## src/rtl/fetch_resp_if.sv

```systemverilog
// Fetch-side valid/ready read port between the fetch unit (master) and fetch_resp (slave).
interface fetch_resp_if;
    logic        axi_valid;
    logic [63:0] axi_addr;
    logic [1:0]  axi_size;
    logic        axi_ready;
    logic [63:0] axi_data_read;
    logic [1:0]  axi_resp;

    modport master (
        output axi_valid, axi_addr, axi_size,
        input  axi_ready, axi_data_read, axi_resp
    );

    modport slave (
        input  axi_valid, axi_addr, axi_size,
        output axi_ready, axi_data_read, axi_resp
    );
endinterface

```

## src/rtl/fetch_resp.sv

```systemverilog
// Fetch responder: decodes/validates requests, serves from a one-line buffer or backing memory.
// Optional line buffer enabled by defining FETCH_RESP_LINEBUF_EN.
//
// state  | meaning
// S_IDLE | waiting for a request; range/alignment/hit decided in one cycle
// S_MEM  | o_mem_req held high until i_mem_ack
// S_RESP | o_axi_ready pulse, then back to S_IDLE
module fetch_resp #(
    parameter logic [63:0] ADDR_BASE  = 64'h8000_0000,
    parameter logic [63:0] ADDR_BYTES = 64'h0800_0000
) (
    input  logic        i_clk,
    input  logic        i_rst,
    fetch_resp_if.slave axi,
    input  logic        i_flush,
    output logic        o_mem_req,
    output logic [63:0] o_mem_addr,
    input  logic        i_mem_ack,
    input  logic [63:0] i_mem_rdata,
    input  logic        i_mem_err
);

    typedef enum logic [1:0] {S_IDLE, S_MEM, S_RESP} state_t;

    localparam logic [1:0] RESP_OKAY   = 2'b00;
    localparam logic [1:0] RESP_SLVERR = 2'b10;
    localparam logic [1:0] RESP_DECERR = 2'b11;

    state_t      state_q, state_d;
    logic        ready_q, ready_d;
    logic [63:0] data_q, data_d;
    logic [1:0]  resp_q, resp_d;
    logic        req_q, req_d;
    logic [63:0] maddr_q, maddr_d;
    logic        fill;
    logic        hit;
    logic        in_range;
    logic        aligned;
    logic [64:0] range_end;
    logic [63:0] buf_data;

    function automatic logic [63:0] extract(input logic [63:0] line, input logic [2:0] off,
                                            input logic [1:0] sz);
        logic [63:0] s;
        s = line >> {off, 3'b000};
        case (sz)
            2'b00:   extract = {56'b0, s[7:0]};
            2'b01:   extract = {48'b0, s[15:0]};
            2'b10:   extract = {32'b0, s[31:0]};
            default: extract = s;
        endcase
    endfunction

    // 65-bit compare so a window ending at the top of the address space cannot wrap
    assign range_end = {1'b0, ADDR_BASE} + {1'b0, ADDR_BYTES};
    assign in_range  = ({1'b0, axi.axi_addr} >= {1'b0, ADDR_BASE}) &&
                       ({1'b0, axi.axi_addr} < range_end);

    always_comb begin
        case (axi.axi_size)
            2'b00:   aligned = 1'b1;
            2'b01:   aligned = (axi.axi_addr[0] == 1'b0);
            2'b10:   aligned = (axi.axi_addr[1:0] == 2'b00);
            default: aligned = (axi.axi_addr[2:0] == 3'b000);
        endcase
    end

`ifdef FETCH_RESP_LINEBUF_EN
    logic        buf_valid;
    logic [60:0] buf_tag;

    // flush has priority over a coincident fill
    always_ff @(posedge i_clk or posedge i_rst) begin
        if (i_rst) begin
            buf_valid <= 1'b0;
            buf_tag   <= '0;
            buf_data  <= '0;
        end else begin
            if (fill) begin
                buf_tag  <= axi.axi_addr[63:3];
                buf_data <= i_mem_rdata;
            end
            if (i_flush)   buf_valid <= 1'b0;
            else if (fill) buf_valid <= 1'b1;
        end
    end

    assign hit = buf_valid && (buf_tag == axi.axi_addr[63:3]);
`else
    logic unused_nobuf;
    assign unused_nobuf = i_flush ^ fill;
    assign buf_data     = '0;
    assign hit          = 1'b0;
`endif

    always_ff @(posedge i_clk or posedge i_rst) begin
        if (i_rst) begin
            state_q <= S_IDLE;
            ready_q <= 1'b0;
            data_q  <= '0;
            resp_q  <= RESP_OKAY;
            req_q   <= 1'b0;
            maddr_q <= '0;
        end else begin
            state_q <= state_d;
            ready_q <= ready_d;
            data_q  <= data_d;
            resp_q  <= resp_d;
            req_q   <= req_d;
            maddr_q <= maddr_d;
        end
    end

    always_comb begin
        state_d = state_q;
        ready_d = 1'b0;
        data_d  = data_q;
        resp_d  = resp_q;
        req_d   = req_q;
        maddr_d = maddr_q;
        fill    = 1'b0;
        case (state_q)
            S_IDLE: begin
                if (axi.axi_valid) begin
                    if (!in_range) begin
                        state_d = S_RESP;
                        ready_d = 1'b1;
                        data_d  = '0;
                        resp_d  = RESP_DECERR;
                    end else if (!aligned) begin
                        state_d = S_RESP;
                        ready_d = 1'b1;
                        data_d  = '0;
                        resp_d  = RESP_SLVERR;
                    end else if (hit) begin
                        state_d = S_RESP;
                        ready_d = 1'b1;
                        data_d  = extract(buf_data, axi.axi_addr[2:0], axi.axi_size);
                        resp_d  = RESP_OKAY;
                    end else begin
                        state_d = S_MEM;
                        req_d   = 1'b1;
                        maddr_d = {axi.axi_addr[63:3], 3'b000};
                    end
                end
            end
            S_MEM: begin
                if (i_mem_ack) begin
                    state_d = S_RESP;
                    ready_d = 1'b1;
                    req_d   = 1'b0;
                    if (i_mem_err) begin
                        data_d = '0;
                        resp_d = RESP_SLVERR;
                    end else begin
                        data_d = extract(i_mem_rdata, axi.axi_addr[2:0], axi.axi_size);
                        resp_d = RESP_OKAY;
                        fill   = 1'b1;
                    end
                end
            end
            S_RESP:  state_d = S_IDLE;
            default: state_d = S_IDLE;
        endcase
    end

    assign axi.axi_ready     = ready_q;
    assign axi.axi_data_read = data_q;
    assign axi.axi_resp      = resp_q;
    assign o_mem_req         = req_q;
    assign o_mem_addr        = maddr_q;

endmodule

```

## src/flat_wrapper.sv

```systemverilog
// flat-port wrapper written by rule: the top's interface ports become plain ports
module fetch_resp_flat 
#(
    parameter logic [63:0] ADDR_BASE  = 64'h8000_0000,
    parameter logic [63:0] ADDR_BYTES = 64'h0800_0000
)
  (i_clk, i_rst, i_flush, o_mem_req, o_mem_addr, i_mem_ack, i_mem_rdata, i_mem_err, axi_axi_valid, axi_axi_addr, axi_axi_size, axi_axi_ready, axi_axi_data_read, axi_axi_resp);
  fetch_resp_if axi_i ();
  input  logic i_clk;
  input  logic i_rst;
  input  logic i_flush;
  output logic o_mem_req;
  output logic [63:0] o_mem_addr;
  input  logic i_mem_ack;
  input  logic [63:0] i_mem_rdata;
  input  logic i_mem_err;
  input wire logic [$bits(axi_i.axi_valid)-1:0] axi_axi_valid;
  input wire logic [$bits(axi_i.axi_addr)-1:0] axi_axi_addr;
  input wire logic [$bits(axi_i.axi_size)-1:0] axi_axi_size;
  output wire logic [$bits(axi_i.axi_ready)-1:0] axi_axi_ready;
  output wire logic [$bits(axi_i.axi_data_read)-1:0] axi_axi_data_read;
  output wire logic [$bits(axi_i.axi_resp)-1:0] axi_axi_resp;
  assign axi_i.axi_valid = axi_axi_valid;
  assign axi_i.axi_addr = axi_axi_addr;
  assign axi_i.axi_size = axi_axi_size;
  assign axi_axi_ready = axi_i.axi_ready;
  assign axi_axi_data_read = axi_i.axi_data_read;
  assign axi_axi_resp = axi_i.axi_resp;
  fetch_resp #(.ADDR_BASE(ADDR_BASE), .ADDR_BYTES(ADDR_BYTES)) u_core (.i_clk(i_clk), .i_rst(i_rst), .axi(axi_i), .i_flush(i_flush), .o_mem_req(o_mem_req), .o_mem_addr(o_mem_addr), .i_mem_ack(i_mem_ack), .i_mem_rdata(i_mem_rdata), .i_mem_err(i_mem_err));
endmodule
```

## config.mk

```make
export PLATFORM = sky130hd
export DESIGN_NAME = fetch_resp_flat
export DESIGN_NICKNAME = d
export VERILOG_FILES = /design/src/rtl/fetch_resp_if.sv /design/src/rtl/fetch_resp.sv /design/src/flat_wrapper.sv
export SDC_FILE = /design/constraint.sdc
export NUM_CORES = 1
export LEC_CHECK = 0
export CAP_MARGIN = 20
export CORE_UTILIZATION = 46
export DETAILED_ROUTE_END_ITERATION = 10
export GPL_TIMING_DRIVEN = 1
export PLACE_DENSITY = 0.95
export SLEW_MARGIN = 20
export SYNTH_ARGS = -nofsm -noshare
export SYNTH_HDL_FRONTEND = slang
export SYNTH_SLANG_ARGS = --single-unit
```

## constraint.sdc

```tcl
create_clock -name i_clk -period 7.5 [get_ports i_clk]
set_input_delay 1.5 -clock i_clk [delete_from_list [all_inputs] [get_ports i_clk]]
set_output_delay 1.5 -clock i_clk [all_outputs]
set_load 0.01 [all_outputs]
```

==> results of run 1 <==
-- metrics by stage --
stage | hold slack [ns] | instances
finish | 0.4747 | 971
global route | 0.4917 | 971
CTS | 0.4788 | 971
detailed placement | 0.4601 | 939
global placement | 0.4520 | 939
floorplan | 0.5041 | 543
-- report_power, final --
group / leakage (nW) / switching, mW / internal (mW)
clock network: 0.280 / 0.340 / 0.500
logic: 2.29 / 0.106 / 0.110
registers: 1.82 / 0.00114 / 0.709
-- kinds of logic (layout without fill, tap and decap cells) --
logic type,after synthesis,after routing,synth area share [%]
AOI/OAI and AO/OA,145,145,17.43
DFF,131,131,52.00
and+or+nand+nor,123,123,10.82
muxes,89,89,15.56
buffers and inverters,52,304,4.128
other,1,3,0.05949
-- final timing paths --
kind                       depth (start not counted)                                       end                         startpoint
hold / removal                                     1         u_core.o_mem_addr[31]$_DFFE_PP0P_  u_core.o_mem_addr[31]$_DFFE_PP0P_
max in group asynchronous                          3  u_core.axi.axi_data_read[25]$_DFFE_PP0P_                              i_rst
setup reg to reg                                   5        u_core.axi.axi_resp[1]$_DFFE_PP0P_      u_core.state_q[0]$_DFFE_PP0P_
hold reg to reg                                    1         u_core.o_mem_addr[31]$_DFFE_PP0P_  u_core.o_mem_addr[31]$_DFFE_PP0P_
min in group asynchronous                          2         u_core.o_mem_addr[10]$_DFFE_PP0P_                              i_rst
setup / recovery                                   5          u_core.o_mem_addr[3]$_DFFE_PP0P_                    axi_axi_addr[2]
-- cell type report --
class                           count  area [µm²]
Fill cell                         905        3737
Sequential cell                   131        3278
Multi-Input combinational cell    360        2784
Timing Repair Buffer              267        2658
Clock buffer                       18       429.2
Tap cell                          176       220.2
Clock inverter                     14       167.7
Inverter                            5       21.27
-- registers in the layout (all words and copies together) (netlist names) --
signal,cells
u_core.o_mem_addr,61
u_core.axi.axi_data_read,64
u_core.state_q,2
u_core.axi.axi_ready,1
u_core.axi.axi_resp,2
u_core.o_mem_req,1
-- worst max-delay path: cells and delay by family --
kind	cells	cell delay, ns
compound gates	2	0.56
buf+inv	1	0.90
mux	1	0.60
simple gates	1	0.65
-- metal layers --
metal  GRT usage, %  part of all wire [%]  up-vias
met5              0                     0        -
met1          36.49                    37     2796
met2          51.42                    49      348
li1               -                     -     2489
met3          9.339                   9.8       72
met4          13.84                   3.5        0
-- cells in the final DEF, fill, tap and decap left out, drive strengths merged, types with 2 or more instances in the layout --
master	count
nor4	6
nor3	17
a2bb2oi	16
a222oi	8
mux2	72
nand3	9
nand2b	4
a211oi	8
inv	12
o21ai	10
buf	5
nand2	17
bufinv	2
mux2i	17
clkinvlp	4
conb	3
a21o	32
and4	3
or2	4
dfrtp	131
clkdlybuf4s50	262
o2bb2ai	24
nand4	2
nor2b	4
and2	36
a21oi	9
clkbuf	18
a22o	8
nor2	17
o22ai	24
==> results.cfg, run 1 <==
[min_path]
hp-class = flop to flop

[global_route]
grt_pass1_wl_um = 32930
first_global_vias = 5916
antenna_found_initial = 0
grt_overflow = 0
track_usage_pct = 30.81
grt_max_degree = 79

[sta]
hold_violations = 0
fin_setup_tns_ns = 0
slew_headroom_pct = 31.52
rsz0062_at_grt = false
maxSlewViolCount = 0
period_minus_slack_ns = 3.942
finalClockSkew_ns = 0.008121
max_freq_ghz = 0.2537
setup_violations = 0
layout_setup_ws_ns = 3.558
worst_pin_slew_ns = 1.027
period_share_pct = 52.55

[logic_synthesis]
synthArstFlopShare_pct = 100.0
synthCells = 541
synthMostInstantiatedCell = dfrtp_1
synth-edff-count = 0
seq_area_frac_synth_pct = 52.00
yosys-top-cells-area = dfrtp_1 (52%), mux2_2 (12%), a21o_1 (3.8%)
synth_top_area_share_pct = 52.00
synth_area_mm2 = 0.006304
synth_area_leader_cell = dfrtp_1
syn_area_per_cell_um2 = 11.65
synth_flop_cell = dfrtp_1
yosysWarnings = 0
synth.top_cells.by_count = dfrtp_1 (131), mux2_2 (69), and2_1 (36)
synth_cell_types = 44
yosys_register_bits = 131

[clock_network]
cts.sinks = 131
insertion_delay_ns = 0.43
post_cts_buffers = 0
root_buffer = clkbuf_16
clockBufferDepth = 2
h-tree-depth = 4
cts_made_buffers = 17
post_cts_resized = 0
cts_hold_buf = 0
cts_tree = built
clk_pin_slew_ns = 0.06

[detailed_routing]
final_antenna_net_count = 0
drtIter0Drc = 610
drt-total-wl_um = 21110
dr.pass1.iters = 10
drcViolationCount = 0
wl_per_cell_um = 21.74
vias = 5705
routed_via_density = 5.875

[critical_path]
critPathCaptureType = flop
crit_type = input pin to flop
critPathMaxStageDelay_ns = 0.90
worstPathMaxFanout = 63
arrival_ns = 4.24
rrSetupSlack_ns = 4.90
crit_slowest_cell = clkdlybuf4s50_1
crit_path_start_kind = input pin
path_cells = clkdlybuf4s50_1, a21oi_1, o211a_1, nand4_4, mux2_1
required_ns = 7.80

[power]
vdd_ir_drop_max_mv = 0.1934
power.total_mw = 1.765
leakagePower_nw = 4.390
p_per_area_mw_per_mm2 = 184.7

[placement]
place_area_mm2 = 0.008951
io_buffers = 263
dpl.hpwl_um = 15330
gp_congestion = 0.9434
post-place-ws_ns = 3.001

[cells_and_area]
fin_nets = 918
fin_util_pct = 71.89
drive_above_1_share_pct = 13.96
design_area_mm2 = 0.009558
area_growth_pct = 51.63
diodes = 0

[die]
core_area_mm2 = 0.01330
num_rows = 42
start_util_pct = 47.41
die-height_um = 119.1
io_pins = 268
die_w_um = 119.1
dieArea_mm2 = 0.01418

[flow_run]
maxCapViolations = 0

[status]
status = finished, final reports clean
Note: power is estimated with default switching activity, not from simulation.
==> inputs of run 2 (changes only) <==
--- a/config.mk
+++ b/config.mk
@@ -6,10 +6,10 @@
 export NUM_CORES = 1
 export LEC_CHECK = 0
 export CAP_MARGIN = 20
-export CORE_UTILIZATION = 46
+export CORE_UTILIZATION = 39
 export DETAILED_ROUTE_END_ITERATION = 10
 export GPL_TIMING_DRIVEN = 1
-export PLACE_DENSITY = 0.95
+export PLACE_DENSITY = 0.88
 export SLEW_MARGIN = 20
 export SYNTH_ARGS = -nofsm -noshare
 export SYNTH_HDL_FRONTEND = slang
==> constraint.sdc (replaced) <==
create_clock -name i_clk -period 3.3 [get_ports i_clk]
set_input_delay 0.66 -clock i_clk [delete_from_list [all_inputs] [get_ports i_clk]]
set_output_delay 0.66 -clock i_clk [all_outputs]
set_load 0.01 [all_outputs]
==> results.cfg, run 2 (synthesis results as in run 1) <==
[die]
die-height_um = 129.1
die_w_um = 129.1
dieArea_mm2 = 0.01668
start_util_pct = 39.83
core_area_mm2 = 0.01583
num_rows = 46
io_pins = 268

[placement]
gp_congestion = 0.9105
dp.cells = 986
io_buffers = 263
dpl.hpwl_um = 15090

[detailed_routing]
top_layer = met4
routed_via_density = 5.495
drt-total-wl_um = 20540
vias = 5594
drtIter0Drc = 527
drcViolationCount = 0
wl_met2_um = 9451
dr.pass1.iters = 7
wl_met3_um = 1872
wl_met1_um = 8351
wl_per_cell_um = 20.18
final_antenna_net_count = 0

[critical_path]
crit_path_start_kind = input pin
path_cells = clkdlybuf4s50_1, buf_4, nor2b_1, a2bb2oi_1, a211oi_1, a21o_1
reg2regPathDepth = 4
crit_type = input pin to flop
worstReg2RegStart = u_core.state_q[0]$_DFFE_PP0P_
critPathMaxStageDelay_ns = 0.61
required_ns = 3.66
worst_path_dominant_cell_family = buffers and inverters
worstPathMaxFanout = 35
crit_buf_inv = 2
arrival_ns = 2.79
rrSetupSlack_ns = 1.33
timing.rr.end = u_core.axi.axi_data_read[57]$_DFFE_PP0P_
crit_slowest_cell = nor2b_1
critPathCaptureType = flop

[clock_network]
cts_hold_buf = 0
cts.sinks = 131
clk_pin_slew_ns = 0.06
cts_tree = built
h-tree-depth = 4
root_buffer = clkbuf_16
post_cts_resized = 0
clockBufferDepth = 2
insertion_delay_ns = 0.42
post_cts_buffers = 0
cts_made_buffers = 17

[power]
p_per_area_mw_per_mm2 = 412.4
combPwrFrac_pct = 12.4
switchingPower_mw = 1.054
leakagePower_nw = 4.438
p_sw_share_pct = 26.35
p_seq_share_pct = 40.3
vdd_ir_drop_max_mv = 0.3147
p_int_mw = 2.944
clock_power_share_pct = 47.2

[cells_and_area]
multi_input_area_mm2 = 0.002774
final_common_cell = clkdlybuf4s50_1
most-common-layout-cells = clkdlybuf4s50_1 (262), dfrtp_1 (131), mux2_2 (69), and2_1 (36), a21o_1 (32)
diodes = 0
fin_nets = 925
fin_cells = 1018
area_growth_pct = 53.79
regArea_mm2 = 0.003278
drive_above_1_share_pct = 14.84
largest_reg_flops = 64
num-fill-cells = 1264

[sta]
period_share_pct = 73.80
worst_pin_slew_ns = 0.7511
fin_setup_tns_ns = 0
rsz0062_at_grt = false
slew_headroom_pct = 49.82
finalClockSkew_ns = 0.007074
maxSlewViolCount = 0
hold_violations = 0
setup_violations = 0
period_minus_slack_ns = 2.436
max_freq_ghz = 0.4106

[flow_run]
maxCapViolations = 0

[min_path]
whs_path_depth = 1
hp-class = flop to flop
min_to = u_core.axi.axi_data_read[0]$_DFFE_PP0P_
hp-start = u_core.axi.axi_data_read[0]$_DFFE_PP0P_

[global_route]
grt_overflow = 0
antenna_found_initial = 0
track_usage_pct = 24.73
grt_pass1_wl_um = 30600
grt_max_degree = 115
first_global_vias = 5481

[status]
status = finished, final reports clean
[run 2: per-stage QoR]
step           cell area [µm²]  worst slack [ns]  util (%)  power [mW]  hold WS, ns
4_1_cts                   9694            0.9418     61.25       4.015       0.4752
6_report                  9694            0.8645     61.25       3.998       0.4775
5_1_grt                   9694            0.8057     61.25       4.120       0.4945
3_3_place_gp              9105            0.5831     57.53       2.124       0.4503
2_1_floorplan             6315             1.017         -       1.882       0.5041
3_5_place_dp              9105            0.5038     57.53       2.129       0.4562
[run 2: cell type report]
class,instances,area share [%]
Tap cell,216,2.788
Inverter,5,0.2323
Sequential cell,131,33.82
Multi-Input combinational cell,360,28.61
Timing Repair Buffer,274,28.47
Clock buffer,17,4.388
Clock inverter,15,1.691
[run 2: worst max path at each step]
stage	from	endpoint	slack, ns	cells past startpoint
CTS	axi_axi_addr[1]	u_core.axi.axi_data_read[9]$_DFFE_PP0P_	0.94	6
global placement	axi_axi_addr[1]	u_core.axi.axi_data_read[9]$_DFFE_PP0P_	0.58	6
detailed placement	axi_axi_addr[1]	u_core.axi.axi_data_read[9]$_DFFE_PP0P_	0.50	6
finish	axi_axi_addr[1]	u_core.axi.axi_data_read[10]$_DFFE_PP0P_	0.86	6
global route	axi_axi_addr[1]	u_core.axi.axi_data_read[10]$_DFFE_PP0P_	0.81	6
floorplan	i_rst	u_core.axi.axi_data_read[0]$_DFFE_PP0P_	1.02	1
[run 2: power by group through the flow]
stage,logic [mW],clock network (mW),registers (mW)
4_1_cts,0.489,1.91,1.61
3_3_place_gp,0.482,0,1.64
5_1_grt,0.525,1.98,1.61
2_1_floorplan,0.238,0,1.64
3_5_place_dp,0.487,0,1.64
6_report,0.496,1.89,1.61
[run 2: metal layers]
| metal | vias to the layer above | GRT usage (%) |
|---|---|---|
| met3 | 68 | 7.597 |
| met2 | 334 | 38.11 |
| li1 | 2503 | - |
| met5 | - | 0 |
| met1 | 2689 | 31.17 |
| met4 | 0 | 13.36 |
[run 2: worst register-to-register path, delay by kind of cell (launching register included)]
family          cells  cell delay, ns
flops               1            0.42
simple gates        3            1.27
compound gates      1            0.22
